==> src/rtl/pipe_stage.sv <==
// Elastic pipeline stage register: main entry plus a skid entry behind a valid/ready
// handshake, with synchronous flush and saturating stall/bubble counters.
module pipe_stage #(
  parameter int unsigned DATA_W = 64,
  parameter int unsigned CTRL_W = 8,
  parameter int unsigned CNT_W  = 16
) (
  input  logic              clk,
  input  logic              rst,
  input  logic              in_valid,
  output logic              in_ready,
  input  logic [CTRL_W-1:0] in_ctrl,
  input  logic [DATA_W-1:0] in_data,
  output logic              out_valid,
  input  logic              out_ready,
  output logic [CTRL_W-1:0] out_ctrl,
  output logic [DATA_W-1:0] out_data,
  input  logic              flush,
  output logic [CNT_W-1:0]  stall_cnt,
  output logic [CNT_W-1:0]  bubble_cnt
);

  // State is the pair {main_valid, skid_valid}; 2'b01 is unreachable.
  localparam logic [1:0] EMPTY = 2'b00;
  localparam logic [1:0] FULL  = 2'b10;
  localparam logic [1:0] SKID  = 2'b11;

  logic              main_valid_q, main_valid_d;
  logic              skid_valid_q, skid_valid_d;
  logic [CTRL_W-1:0] main_ctrl_q, main_ctrl_d;
  logic [CTRL_W-1:0] skid_ctrl_q, skid_ctrl_d;
  logic [DATA_W-1:0] main_data_q, main_data_d;
  logic [DATA_W-1:0] skid_data_q, skid_data_d;
  logic              in_ready_q, in_ready_d;
  logic [CNT_W-1:0]  stall_cnt_q, stall_cnt_d;
  logic [CNT_W-1:0]  bubble_cnt_q, bubble_cnt_d;

  logic       push_c;
  logic       pop_c;
  logic [1:0] state_c;

  assign push_c  = in_valid && in_ready_q;
  assign pop_c   = main_valid_q && out_ready;
  assign state_c = {main_valid_q, skid_valid_q};

  always_ff @(posedge clk or negedge rst) begin
    if (!rst) begin
      main_valid_q <= 1'b0;
      skid_valid_q <= 1'b0;
      main_ctrl_q  <= '0;
      skid_ctrl_q  <= '0;
      main_data_q  <= '0;
      skid_data_q  <= '0;
      in_ready_q   <= 1'b1;
      stall_cnt_q  <= '0;
      bubble_cnt_q <= '0;
    end else begin
      main_valid_q <= main_valid_d;
      skid_valid_q <= skid_valid_d;
      main_ctrl_q  <= main_ctrl_d;
      skid_ctrl_q  <= skid_ctrl_d;
      main_data_q  <= main_data_d;
      skid_data_q  <= skid_data_d;
      in_ready_q   <= in_ready_d;
      stall_cnt_q  <= stall_cnt_d;
      bubble_cnt_q <= bubble_cnt_d;
    end
  end

  // Next-state: flush wins over push; ctrl is zeroed whenever an entry goes empty.
  always_comb begin
    main_valid_d = main_valid_q;
    skid_valid_d = skid_valid_q;
    main_ctrl_d  = main_ctrl_q;
    skid_ctrl_d  = skid_ctrl_q;
    main_data_d  = main_data_q;
    skid_data_d  = skid_data_q;
    if (flush) begin
      main_valid_d = 1'b0;
      skid_valid_d = 1'b0;
      main_ctrl_d  = '0;
      skid_ctrl_d  = '0;
    end else begin
      case (state_c)
        EMPTY: begin
          if (push_c) begin
            main_valid_d = 1'b1;
            main_ctrl_d  = in_ctrl;
            main_data_d  = in_data;
          end
        end
        FULL: begin
          if (push_c && pop_c) begin
            main_ctrl_d = in_ctrl;
            main_data_d = in_data;
          end else if (push_c) begin
            skid_valid_d = 1'b1;
            skid_ctrl_d  = in_ctrl;
            skid_data_d  = in_data;
          end else if (pop_c) begin
            main_valid_d = 1'b0;
            main_ctrl_d  = '0;
          end
        end
        SKID: begin
          if (pop_c) begin
            main_ctrl_d  = skid_ctrl_q;
            main_data_d  = skid_data_q;
            skid_valid_d = 1'b0;
            skid_ctrl_d  = '0;
          end
        end
        default: begin
          main_valid_d = 1'b0;
          skid_valid_d = 1'b0;
          main_ctrl_d  = '0;
          skid_ctrl_d  = '0;
        end
      endcase
    end
    in_ready_d = !skid_valid_d;
  end

  // Saturating performance counters; flush leaves them alone.
  always_comb begin
    stall_cnt_d  = stall_cnt_q;
    bubble_cnt_d = bubble_cnt_q;
    if (main_valid_q && !out_ready && (stall_cnt_q != '1))
      stall_cnt_d = stall_cnt_q + CNT_W'(1);
    if (!main_valid_q && out_ready && (bubble_cnt_q != '1))
      bubble_cnt_d = bubble_cnt_q + CNT_W'(1);
  end

  assign in_ready   = in_ready_q;
  assign out_valid  = main_valid_q;
  assign out_ctrl   = main_ctrl_q;
  assign out_data   = main_data_q;
  assign stall_cnt  = stall_cnt_q;
  assign bubble_cnt = bubble_cnt_q;

endmodule

==> config.mk <==
export PLATFORM = sky130hd
export DESIGN_NAME = pipe_stage
export DESIGN_NICKNAME = d
export VERILOG_FILES = /design/src/rtl/pipe_stage.sv
export SDC_FILE = /design/constraint.sdc
export NUM_CORES = 1
export LEC_CHECK = 0
export ABC_CLOCK_PERIOD_IN_PS = 2300
export CORE_MARGIN = 3
export CORE_UTILIZATION = 25
export CTS_CLUSTER_SIZE = 14
export DETAILED_ROUTE_END_ITERATION = 16
export REMOVE_ABC_BUFFERS = 1
export SYNTH_ARGS = -nofsm -noshare
export SYNTH_HDL_FRONTEND = slang
export SYNTH_SLANG_ARGS = --single-unit
==> constraint.sdc <==
create_clock -name clk -period 2.3 [get_ports clk]
set_input_delay 0.23 -clock clk [delete_from_list [all_inputs] [get_ports clk]]
set_output_delay 0.23 -clock clk [all_outputs]
set_load 0.005 [all_outputs]
Word level (Yosys, flattened, before mapping)
Cells that the tools add are included.
- word-level logic and storage cells: 72
- bits of input ports: 77
- output and inout bits: 106
- flip-flop bits (word level): 179
- reduce and logical (&&, ||, !) cells: 17
- multiplexer cells: 25
- add/subtract/negate cells: 2
- eq/ne operators: 17
- bitwise gates (word level): 2
- operator list (cell ; count):
    64-bit two-way mux ; 3
    64-bit case mux with 3 select lines ; 1
    8-bit two-way mux ; 8
    8-bit case mux with 3 select lines ; 2
    16-bit by 1-bit adder with 16-bit output (second input constant) ; 2
    16-bit != test (second input constant) ; 2
    3-bit != test (second input constant) ; 6
    4-bit AND reduction ; 3
    2-bit != test (second input constant) ; 5
    5-bit AND reduction ; 2
    1-bit two-way mux ; 9
    4-bit != test (second input constant) ; 2
    1-bit logical AND ; 7
    1-bit case mux with 3 select lines ; 2
    2-bit equality test (second input constant) ; 2
    1-bit logical NOT ; 3
    3-bit nonzero test ; 1
    2-bit logical NOT ; 1
    1-bit inverter ; 2

Longest topological paths before layout
Gate-level depths: netlist of the first run.
- depth after elaboration: 6
- gate-level depth with buffers: 7
- depth with buffers taken out: 5

Worst setup path after synthesis of the first run
OpenSTA, ideal clock, no wires.
- path type: reg2reg
- start point: register bubble_cnt_q[0] (netlist: bubble_cnt[0])
- end point: register bubble_cnt_q[1] (netlist: bubble_cnt[1])
- data arrival time: 1754 ps
- path buffers: 1
- setup slack: 421 ps
- clock period less this slack: 1879 ps
- stages on the path, launching flop included: 7
- required time: 2175 ps
- setup time: 125 ps
- cell sequence: dfrtp_1 ha_1 nand3_1 or4_4 buf_6 o21ai_4 mux2_4
- longest elaborated chain between the ends: 2
- elaborated cells on any way between the ends: 3
- classes of those cells: add/sub (1); eq/ne (1); reduce/logical (1)
- RTL lines (what ; line ; text):
    start, declared ; 36 ; logic [CNT_W-1:0] bubble_cnt_q, bubble_cnt_d;
    start signal, assigned ; 66 ; bubble_cnt_q <= bubble_cnt_d;
    parallel branches: the longest is 2 deep, another holds 16-bit by 1-bit adder with 16-bit output ; - ;
Parallel ways; which one is timed is not known.
A chain may end at the register's enable or synchronous reset.

Final worst setup path of the first run
Same ends and word-level chain as after synthesis.

==> summary.md, run 1 <==
| Metric | Value |
|---|---|
| Share of layout cells above drive strength 1 | `between 10% and 20%` |
| # clock sinks | `179` |
| DIE AREA | `0.0344 mm2` |
| Setup ws final | `roughly 0.32 ns` |
| Clk buf depth | `2` |
| Setup Fix Bufs, Post-CTS | `0` |
| Final setup vio count | `0` |
| Gr usage total | `12.2%` |
| Warnings from Yosys | `0` |
| Chip Width | `roughly 190 um` |
| Starting Density | `between 20% and 30%` |
| Power share of the clock group | `between 30 and 40%` |
| Crit path launch type | `register` |
| Finished Layout Cells | `1318` |
| Static Leak | `4.81 nW` |
| CP Max Fanout | `8` |
| Crit Reg-Reg Endpoint | `bubble_cnt[1]` |
| Post-Synth Adder-Cell Area | `less than 1%` |
| Drt drc | `0` |
| Final Util | `between 30% and 40%` |
| Fin crit share | `86.0%` |
| Synth Area in Compound Gates | `under 10%` |
| Global-route wire length before repair | `roughly 33000 um` |
| Combinational share of power | `approximately 22%` |
| Via-per-instance ratio | `4.47` |
| Io pins | `roughly 180` |
| Num CTS Buffers | `17` |
| Fin Setup TNS | `0 ns` |
| Post-synthesis register bit count | `roughly 180` |
| Largest net degree at the start of global routing | `between 70 and 80` |
| Row cnt | `65` |
| Final Hold Fails | `0` |
| Area delta synth->final | `37.3%` |
| Worst-skew pair later-pin latency | `roughly 0.44 ns` |
| Yosys cell types | `47` |
| Crit path capture type | `register` |
| 1st-iter DRT viols | `between 300 and 400` |
| CTS tree | `done` |
| Die Ht | `~190 um` |
| Area share of xor/xnor cells in the synthesized design | `under 10%` |
| Worst Tran Pin Value | `around 0.53 ns` |
| Setup crit end | `bubble_cnt[1]` |
| Post-DRT Antenna Nets | `0` |
| Data arrival, critical path | `~2.3 ns` |
| Asr flop ratio synth | `100%` |
| Clock Root Buffer | `clkbuf_16` |
| DR pass1 iterations | `4` |
| Status | `complete, no violations` |
| Post-Route WL | `between 20000 and 25000 um` |
| Min Tclk post-route | `just under 2 ns` |
| Relative slew slack | `64.5%` |
| Post-Place Cells | `about 1300` |
| Peak supply drop | `~0.00047 V` |
| H-tree Lvls | `4` |
| Commonest non-fill, non-tap cell in the layout | `clkdlybuf4s50_1` |
| Avg WL per Cell | `15.6 um` |
| Worst min-delay path category | `in2async` |
| Nets | `~980` |
| Unrepaired setup endpoints after global routing | `no` |
| HPWL after DPL | `13700 um` |
| Cts repair resizes | `0` |
| Total power | `roughly 0.0093 W` |
| Synthesized area per cell | `around 11 um2` |
| F_max | `a little over 500 MHz` |
| PwrDens | `between 800 and 900 mW/mm2` |
| Worst setup path class | `reg2reg` |
| IO Port Bufs | `about 180` |
| Via count | `approximately 5900` |
| Primary FF master, synth | `dfrtp_1` |
| Number of synthesized flops with an enable pin | `0` |
| Sw Share | `a little over a quarter` |
| Total gr overflow | `0` |
| Initial antenna violation count | `0` |
| Power Internal | `between 0.006 and 0.007 W` |
| FF-to-FF setup slack | `0.32 ns` |
| Mux share of post-synthesis cell area | `13.6%` |
| WP data required | `approximately 2.6 ns` |
| CP startpoint | `bubble_cnt[0]` |
| Routability Congestion | `between 0.7 and 0.8` |
| Antenna cells | `0` |
| Worst clock skew | `~0.012 ns` |
| Main combinational cell family by area after synthesis | `simple AND/OR/NAND/NOR gates` |
| FF-to-FF Start | `bubble_cnt[0]` |
| Core area | `~0.032 mm2` |
| Simple logic cell fraction of the synthesized area | `16.0%` |
| P_sw | `roughly 0.0025 W` |
| Most frequent cells in the layout | `181 x clkdlybuf4s50_1, 178 x dfrtp_1, 147 x nand2_1` |
| Max Cap Viol | `0` |
| Vias in the first global route | `approximately 6000` |
| Reg clk slew, reported paths | `~0.070 ns` |
| Final Max Tran Viols | `0` |
| R2r worst-path depth | `5` |
| DP Worst Slack | `~0.087 ns` |
| Synthesized instance count | `719` |
| Sequential area share after synthesis | `55.6%` |
| Sequential Power Share | `a little under half` |
| Cell area after synthesis | `about 0.0081 mm2` |
==> logic make-up (layout without fill, tap and decap cells) <==
| logic type | Yosys count | after routing |
|---|---|---|
| xor+xnor | 21 | 21 |
| fa+ha+maj | 2 | 2 |
| flops | 179 | 179 |
| simple gates | 285 | 285 |
| buf+inv | 54 | 251 |
| compound gates | 100 | 100 |
| mux | 78 | 78 |
==> area by class of cell <==
cell class / instances / area [um2]
multi-input cells: 486 / 3300
well taps: 402 / 503
clock inverters: 13 / 175
clock buffers: 19 / 433
inverters: 14 / 52.6
flip-flops and latches: 179 / 4480
fillers: 3120 / 20600
repair buffers: 205 / 2110
==> metal layers <==
| metal | vias to the layer above | global-route usage, % | routed length [um] |
|---|---|---|---|
| met5 | - | 0 | 0 |
| li1 | 2851 | - | - |
| met1 | 2887 | 16.5 | 9560 |
| met3 | 15 | 2.89 | 940 |
| met2 | 139 | 19.5 | 9810 |
| met4 | 0 | 3.93 | 263 |
==> synthesized netlist by cell type (all sizes together) (8+ instances only) <==
| cell type | number | area (um2) |
|---|---|---|
| xnor2 | 17 | 149 |
| inv | 14 | 52.6 |
| dfrtp | 178 | 4450 |
| mux2i | 9 | 90.1 |
| nand2 | 148 | 556 |
| a31oi | 64 | 400 |
| a21oi | 8 | 40.0 |
| a22oi | 8 | 60.1 |
| nand3 | 17 | 90.1 |
| mux2 | 69 | 1010 |
| nand4 | 11 | 75.1 |
| o2bb2ai | 8 | 70.1 |
| nor2 | 73 | 274 |
| buf | 27 | 191 |
| clkbuf | 13 | 48.8 |
==> worst max-delay path: stages, from the launching register on <==
cell and delay (ns):
dfrtp_1 0.40, ha_1 0.31, nand3_1 0.15, or4_4 0.51, o21ai_4 0.18, mux2_4 0.31
==> worst min-delay path by stage <==
stage          startpoint            end  slack [ns]  depth (start not counted)
3_5_place_dp          rst   stall_cnt[0]        0.15                          1
2_1_floorplan         rst  bubble_cnt[0]       -0.07                          0
6_report              rst   stall_cnt[6]        0.26                          2
4_1_cts               rst   stall_cnt[0]        0.25                          2
5_1_grt               rst  stall_cnt[12]        0.26                          2
3_3_place_gp          rst   stall_cnt[0]        0.16                          1
==> registers in the layout, indices dropped and copies added, names as in the netlist <==
register / cells
out_ctrl: 8
stall_cnt: 16
bubble_cnt: 16
skid_valid_q: 1
out_data: 64
out_valid: 1
skid_ctrl_q: 8
in_ready: 1
skid_data_q: 64
==> power by group through the flow <==
stage               registers [W]  clock network, W  logic [W]
floorplan                 0.00421                 0   0.000965
global placement          0.00428                 0    0.00200
detailed placement        0.00428                 0    0.00206
CTS                       0.00424           0.00321    0.00206
global route              0.00433           0.00335    0.00223
finish                    0.00424           0.00307    0.00203
==> timing repair <==
item,CTS,global route
endpoints found under the hold margin,30,0
hold buffers,1,0
setup endpoints to repair,0,0
==> stage by stage <==
stage | area, um2 | hold slack [ns]
2_1_floorplan | 7810 | -0.0656
3_3_place_gp | 10400 | 0.156
3_5_place_dp | 10400 | 0.155
4_1_cts | 11100 | 0.248
5_1_grt | 11100 | 0.262
6_report | 11100 | 0.263
No activity file was read; power rests on OpenSTA's default activity.
==> run 2, diff against run 1 <==
CORE_MARGIN = 1   (was 3)
==> summary.md, run 2 (synthesis results as in run 1) <==
| Metric | Value |
|---|---|
| Status | `complete, no violations` |
| CTS tree | `done` |
| Final Hold Fails | `0 (unchanged)` |
| Share of layout cells above drive strength 1 | `15.3% (+0.28 points)` |
| R2r worst-path depth | `5 (unchanged)` |
| Worst setup path class | `reg2reg` |
| Total gr overflow | `0 (unchanged)` |
| Crit path capture type | `register` |
| Worst clock skew | `0.0114 ns (-0.000119 ns)` |
| Via count | `6005 (+1.9%)` |
| Initial antenna violation count | `2 (+2)` |
| Clk buf depth | `2 (unchanged)` |
| Post-Place Cells | `1289 (+0.31%)` |
| Chip Width | `181 um (-2.2%)` |
| Drt drc | `0 (unchanged)` |
| Final Max Tran Viols | `0 (unchanged)` |
| CP max stage cell | `or4_4` |
| CP startpoint | `bubble_cnt[0]` |
| Avg WL per Cell | `15.7 um (+0.68%)` |
| Setup crit end | `bubble_cnt[1]` |
| Clock Root Buffer | `clkbuf_16` |
| Via-per-instance ratio | `4.54 (+1.6%)` |
| Fin Setup TNS | `0 ns (unchanged)` |
| Core area | `0.0316 mm2 (unchanged)` |
| Global-route wire length before repair | `33600 um (+1.1%)` |
| Max Cap Viol | `0 (unchanged)` |
| H-tree Lvls | `4 (unchanged)` |
| Hold_ws | `0.322 ns (+0.0588 ns)` |
| Worst path depth | `5 (unchanged)` |
| HPWL after DPL | `13800 um (+0.50%)` |
| CP cell instances | `ha_1, nand3_1, or4_4, o21ai_4, mux2_4` |
| Post-Route WL | `20800 um (+0.98%)` |
| Unrepaired setup endpoints after global routing | `no` |
| Worst min-delay path category | `in2async` |
| Relative slew slack | `68.7% (+4.2 points)` |
| Commonest non-fill, non-tap cell in the layout | `clkdlybuf4s50_1` |
| Vias in the first global route | `6051 (+0.93%)` |
| CP max stage delay | `0.51 ns (about the same)` |
| Static Leak | `4.83 nW (+0.51%)` |
| Worst Tran Pin Value | `0.469 ns (-0.0632 ns)` |
| Min Tclk post-route | `1.98 ns (+0.00176 ns)` |
| PwrDens | `827 mW/mm2 (-2.1%)` |
| Gr usage total | `13.0% (+0.80 points)` |
| DIE AREA | `0.0329 mm2 (-4.3%)` |
| Row cnt | `65 (unchanged)` |
| Cts repair resizes | `0 (unchanged)` |
| FF-to-FF Start | `bubble_cnt[0]` |
| Reg clk slew, reported paths | `0.07 ns (about the same)` |
| Post-CTS Hold Buffers | `1 (unchanged)` |
| Final setup vio count | `0 (unchanged)` |
| # fillers | `3102 (-0.58%)` |
| Io pins | `183 (unchanged)` |
| Num CTS Buffers | `17 (unchanged)` |
| Post-DRT Antenna Nets | `0 (unchanged)` |
| Total power | `0.00916 W (-1.9%)` |
| CP top delay family | `simple AND/OR/NAND/NOR gates` |
| Design area | `0.0111 mm2 (+0.26%)` |
| DR pass1 iterations | `4 (unchanged)` |
| Data arrival, critical path | `2.31 ns (about the same)` |
| Worst-skew pair later-pin latency | `0.44 ns (about the same)` |
| Crit path launch type | `register` |
| IO Port Bufs | `182 (unchanged)` |
| Largest net degree at the start of global routing | `65 (-18%)` |
| Routability Congestion | `0.763 (+1.3%)` |
| WP data required | `2.63 ns (about the same)` |
| Crit Reg-Reg Endpoint | `bubble_cnt[1]` |
| Peak supply drop | `0.000494 V (+4.2%)` |
| 1st-iter DRT viols | `323 (-14%)` |
| Starting Density | `25.5% (unchanged)` |
| Nets | `986 (+0.41%)` |
| FF-to-FF setup slack | `0.32 ns (about the same)` |
| Area delta synth->final | `37.7%` |
| Fin crit share | `86.1% (about the same)` |
| Setup Fix Bufs, Post-CTS | `0 (unchanged)` |
| Die Ht | `181 um (-2.2%)` |
| CP Max Fanout | `8 (unchanged)` |
| Finished Layout Cells | `1322 (+0.30%)` |
| Critical path buffers and inverters | `0 (unchanged)` |
| F_max | `505 MHz (about the same)` |
| Most frequent cells in the layout | `181 x clkdlybuf4s50_1, 178 x dfrtp_1, 147 x nand2_1` |
| # clock sinks | `179 (unchanged)` |
| DP Area | `0.0105 mm2 (+0.66%)` |
==> run 2: per-stage QoR <==
step	util, %	setup slack (ns)
6_report	35.0	0.319
4_1_cts	35.0	0.302
5_1_grt	35.0	0.233
3_5_place_dp	33.2	0.0846
3_3_place_gp	33.2	0.143
2_1_floorplan	-	-4.50
==> run 2: worst min path at each step <==
stage | endpoint | depth (start not counted) | startpoint
3_5_place_dp | stall_cnt[6] | 1 | rst
6_report | stall_cnt[9] | 2 | rst
5_1_grt | stall_cnt[9] | 2 | rst
4_1_cts | stall_cnt[9] | 2 | rst
3_3_place_gp | stall_cnt[8] | 1 | rst
2_1_floorplan | bubble_cnt[0] | 0 | rst
==> run 2: layer usage <==
layer / GRT usage, % / vias up / part of all wire, %
met1: 16.9 / 2987 / 46
met4: 4.61 / 2 / 1.3
met3: 3.85 / 17 / 5.0
li1: - / 2857 / -
met2: 20.6 / 142 / 48
met5: 0 / - / 0.063
==> run 2: power breakdown <==
group          internal (W)  switching, W  total (W)
registers           0.00377      0.000450    0.00422
clock network       0.00160       0.00130    0.00290
logic               0.00133      0.000713    0.00205
==> run 2: layout make-up <==
cell class / count / area, um2 / area share, %
Tap cell: 402 / 503 / 4.54
Sequential cell: 179 / 4480 / 40.4
Inverter: 14 / 52.6 / 0.474
Multi-Input combinational cell: 486 / 3300 / 29.8
Clock buffer: 19 / 433 / 3.90
Clock inverter: 12 / 133 / 1.20
Timing Repair Buffer: 209 / 2180 / 19.7
Antenna cell: 1 / 2.50 / 0.0226
==> run 3, diff against run 2 <==
REMOVE_ABC_BUFFERS = default   (was 1)
==> summary.md, run 3 (synthesis results as in run 1) <==
| Metric | Value |
|---|---|
| Status | `complete, no violations` |
| Power Internal | `0.00673 W (+0.36%)` |
| Post-CTS Hold Buffers | `1 (unchanged)` |
| Combinational share of power | `22.0% (-0.3 points)` |
| Crit path launch type | `register` |
| Final setup vio count | `0 (unchanged)` |
| Gr usage total | `13.0% (-0.039 points)` |
| FF-to-FF setup slack | `0.42 ns (+0.10 ns)` |
| Initial antenna violation count | `2 (unchanged)` |
| Worst min-delay path category | `in2async` |
| Starting Density | `25.5% (unchanged)` |
| Unrepaired setup endpoints after global routing | `no` |
| FF-to-FF Start | `in_ready` |
| Min Tclk post-route | `1.93 ns (-0.0509 ns)` |
| WP data required | `2.07 ns (-0.56 ns)` |
| Peak supply drop | `0.000519 V (+5.2%)` |
| DR pass1 iterations | `4 (unchanged)` |
| Antenna cells | `0 (-1)` |
| Avg WL per Cell | `15.7 um (about the same)` |
| Power share of the clock group | `32.4% (+0.8 points)` |
| Post-synth net total | `approximately 800` |
| Worst Tran Pin Value | `0.629 ns (+0.160 ns)` |
| Io pins | `183 (unchanged)` |
| Post-Route WL | `20700 um (-0.32%)` |
| CP max stage delay | `0.55 ns (+0.04 ns)` |
| Core area | `0.0316 mm2 (unchanged)` |
| Die Ht | `181 um (unchanged)` |
| Via-per-instance ratio | `4.54 (about the same)` |
| Fin crit share | `83.9% (-2.2 points)` |
| HPWL after DPL | `13700 um (-0.87%)` |
| Crit Reg-Reg Endpoint | `out_data[50]` |
| 1st-iter DRT viols | `265 (-18%)` |
| Final Util | `34.8% (-0.25 points)` |
| Relative slew slack | `57.9% (-11 points)` |
| CP max stage cell | `dfrtp_1` |
| Final Max Tran Viols | `0 (unchanged)` |
| Data arrival, critical path | `1.70 ns (-0.61 ns)` |
| H-tree Lvls | `4 (unchanged)` |
| Via count | `5981 (-0.40%)` |
| Clk buf depth | `2 (unchanged)` |
| Routability Congestion | `0.773 (+1.3%)` |
| R2r worst-path depth | `5 (unchanged)` |
| IO Port Bufs | `182 (unchanged)` |
| Finished Layout Cells | `1318 (-0.30%)` |
| Max Cap Viol | `0 (unchanged)` |
| P_sw | `0.00253 W (+2.7%)` |
| Static Leak | `4.81 nW (-0.52%)` |
| Chip Width | `181 um (unchanged)` |
| Setup Fix Bufs, Post-CTS | `0 (unchanged)` |
| Critical path buffers and inverters | `2 (+2)` |
| DIE AREA | `0.0329 mm2 (unchanged)` |
| Share of layout cells above drive strength 1 | `15.2% (-0.17 points)` |
| Worst-skew pair later-pin latency | `0.44 ns (about the same)` |
| Most frequent cells in the layout | `181 x clkdlybuf4s50_1, 178 x dfrtp_1, 147 x nand2_1` |
| CTS tree | `done` |
| PwrDens | `841 mW/mm2 (+1.7%)` |
| Post-DRT Antenna Nets | `0 (unchanged)` |
| Final Hold Fails | `0 (unchanged)` |
| Worst setup path class | `reg2out` |
| Total gr overflow | `0 (unchanged)` |
| Largest net degree at the start of global routing | `67 (+3.1%)` |
| Sequential Power Share | `45.6% (-0.5 points)` |
| Num CTS Buffers | `17 (unchanged)` |
| Drt drc | `0 (unchanged)` |
| Global-route wire length before repair | `33500 um (-0.21%)` |
| Commonest non-fill, non-tap cell in the layout | `clkdlybuf4s50_1` |
| Reg clk slew, reported paths | `0.08 ns (about the same)` |
| CP top delay family | `buffers and inverters` |
| F_max | `518 MHz (+2.6%)` |
| Clock Root Buffer | `clkbuf_16` |
| Nets | `982 (-0.41%)` |
| CP cell instances | `buf_4, clkdlybuf4s50_1` |
| Crit path capture type | `output pin` |
| Worst clock skew | `0.0113 ns (-0.0000895 ns)` |
| Area delta synth->final | `36.7%` |
| Vias in the first global route | `6187 (+2.2%)` |
| Fin Setup TNS | `0 ns (unchanged)` |
| # fillers | `3105 (+0.097%)` |
| Row cnt | `65 (unchanged)` |
| Sw Share | `27.3% (+0.46 points)` |
| CP Max Fanout | `11 (+3)` |
| # clock sinks | `179 (unchanged)` |
| Cts repair resizes | `0 (unchanged)` |
| Post-Place Cells | `1285 (-0.31%)` |
==> run 3: how the worst max path moves through the flow <==
| stage | cells past startpoint | slack [ns] | startpoint | to |
|---|---|---|---|---|
| final | 2 | 0.37 | out_valid | out_valid |
| after global routing | 2 | 0.25 | out_valid | out_valid |
| after CTS | 2 | 0.30 | out_valid | out_valid |
| after detailed placement | 6 | 0.006 | out_ready | out_data[50] |
| after global placement | 6 | 0.1 | out_ready | out_data[38] |
| after floorplan | 6 | 0.42 | bubble_cnt[0] | bubble_cnt[1] |
==> run 3: power groups by stage <==
stage / Clock (W) / Combinational (W) / Sequential [W]
2_1_floorplan: 0 / 0.000967 / 0.00421
3_3_place_gp: 0 / 0.00203 / 0.00425
3_5_place_dp: 0 / 0.00204 / 0.00428
4_1_cts: 0.00310 / 0.00206 / 0.00423
5_1_grt: 0.00323 / 0.00221 / 0.00432
6_report: 0.00300 / 0.00203 / 0.00422
==> run 3: final cells by class <==
type	count	area, um2	area share [%]
inverters	14	52.6	0.477
well taps	402	503	4.57
clock inverters	14	165	1.50
multi-input cells	486	3300	30.0
flip-flops and latches	179	4480	40.7
clock buffers	18	429	3.90
repair buffers	205	2080	18.9
==> run 3: through the flow <==
stage	setup slack [ns]	total power, W	hold slack (ns)	cell area (um2)
floorplan	0.421	0.00518	-0.0656	8050
global placement	0.0966	0.00628	0.269	10400
detailed placement	0.00608	0.00633	0.278	10400
CTS	0.302	0.00939	0.323	11000
global route	0.250	0.00976	0.327	11000
finish	0.370	0.00925	0.355	11000
==> run 3: per-layer routing <==
layer	share of wire [%]	vias up	routed length, um	global-route usage, %
li1	-	2857	-	-
met1	47	2957	9690	16.5
met2	46	143	9590	20.9
met3	5.4	20	1130	4.19
met4	1.3	4	273	4.24
met5	0.13	-	27	0
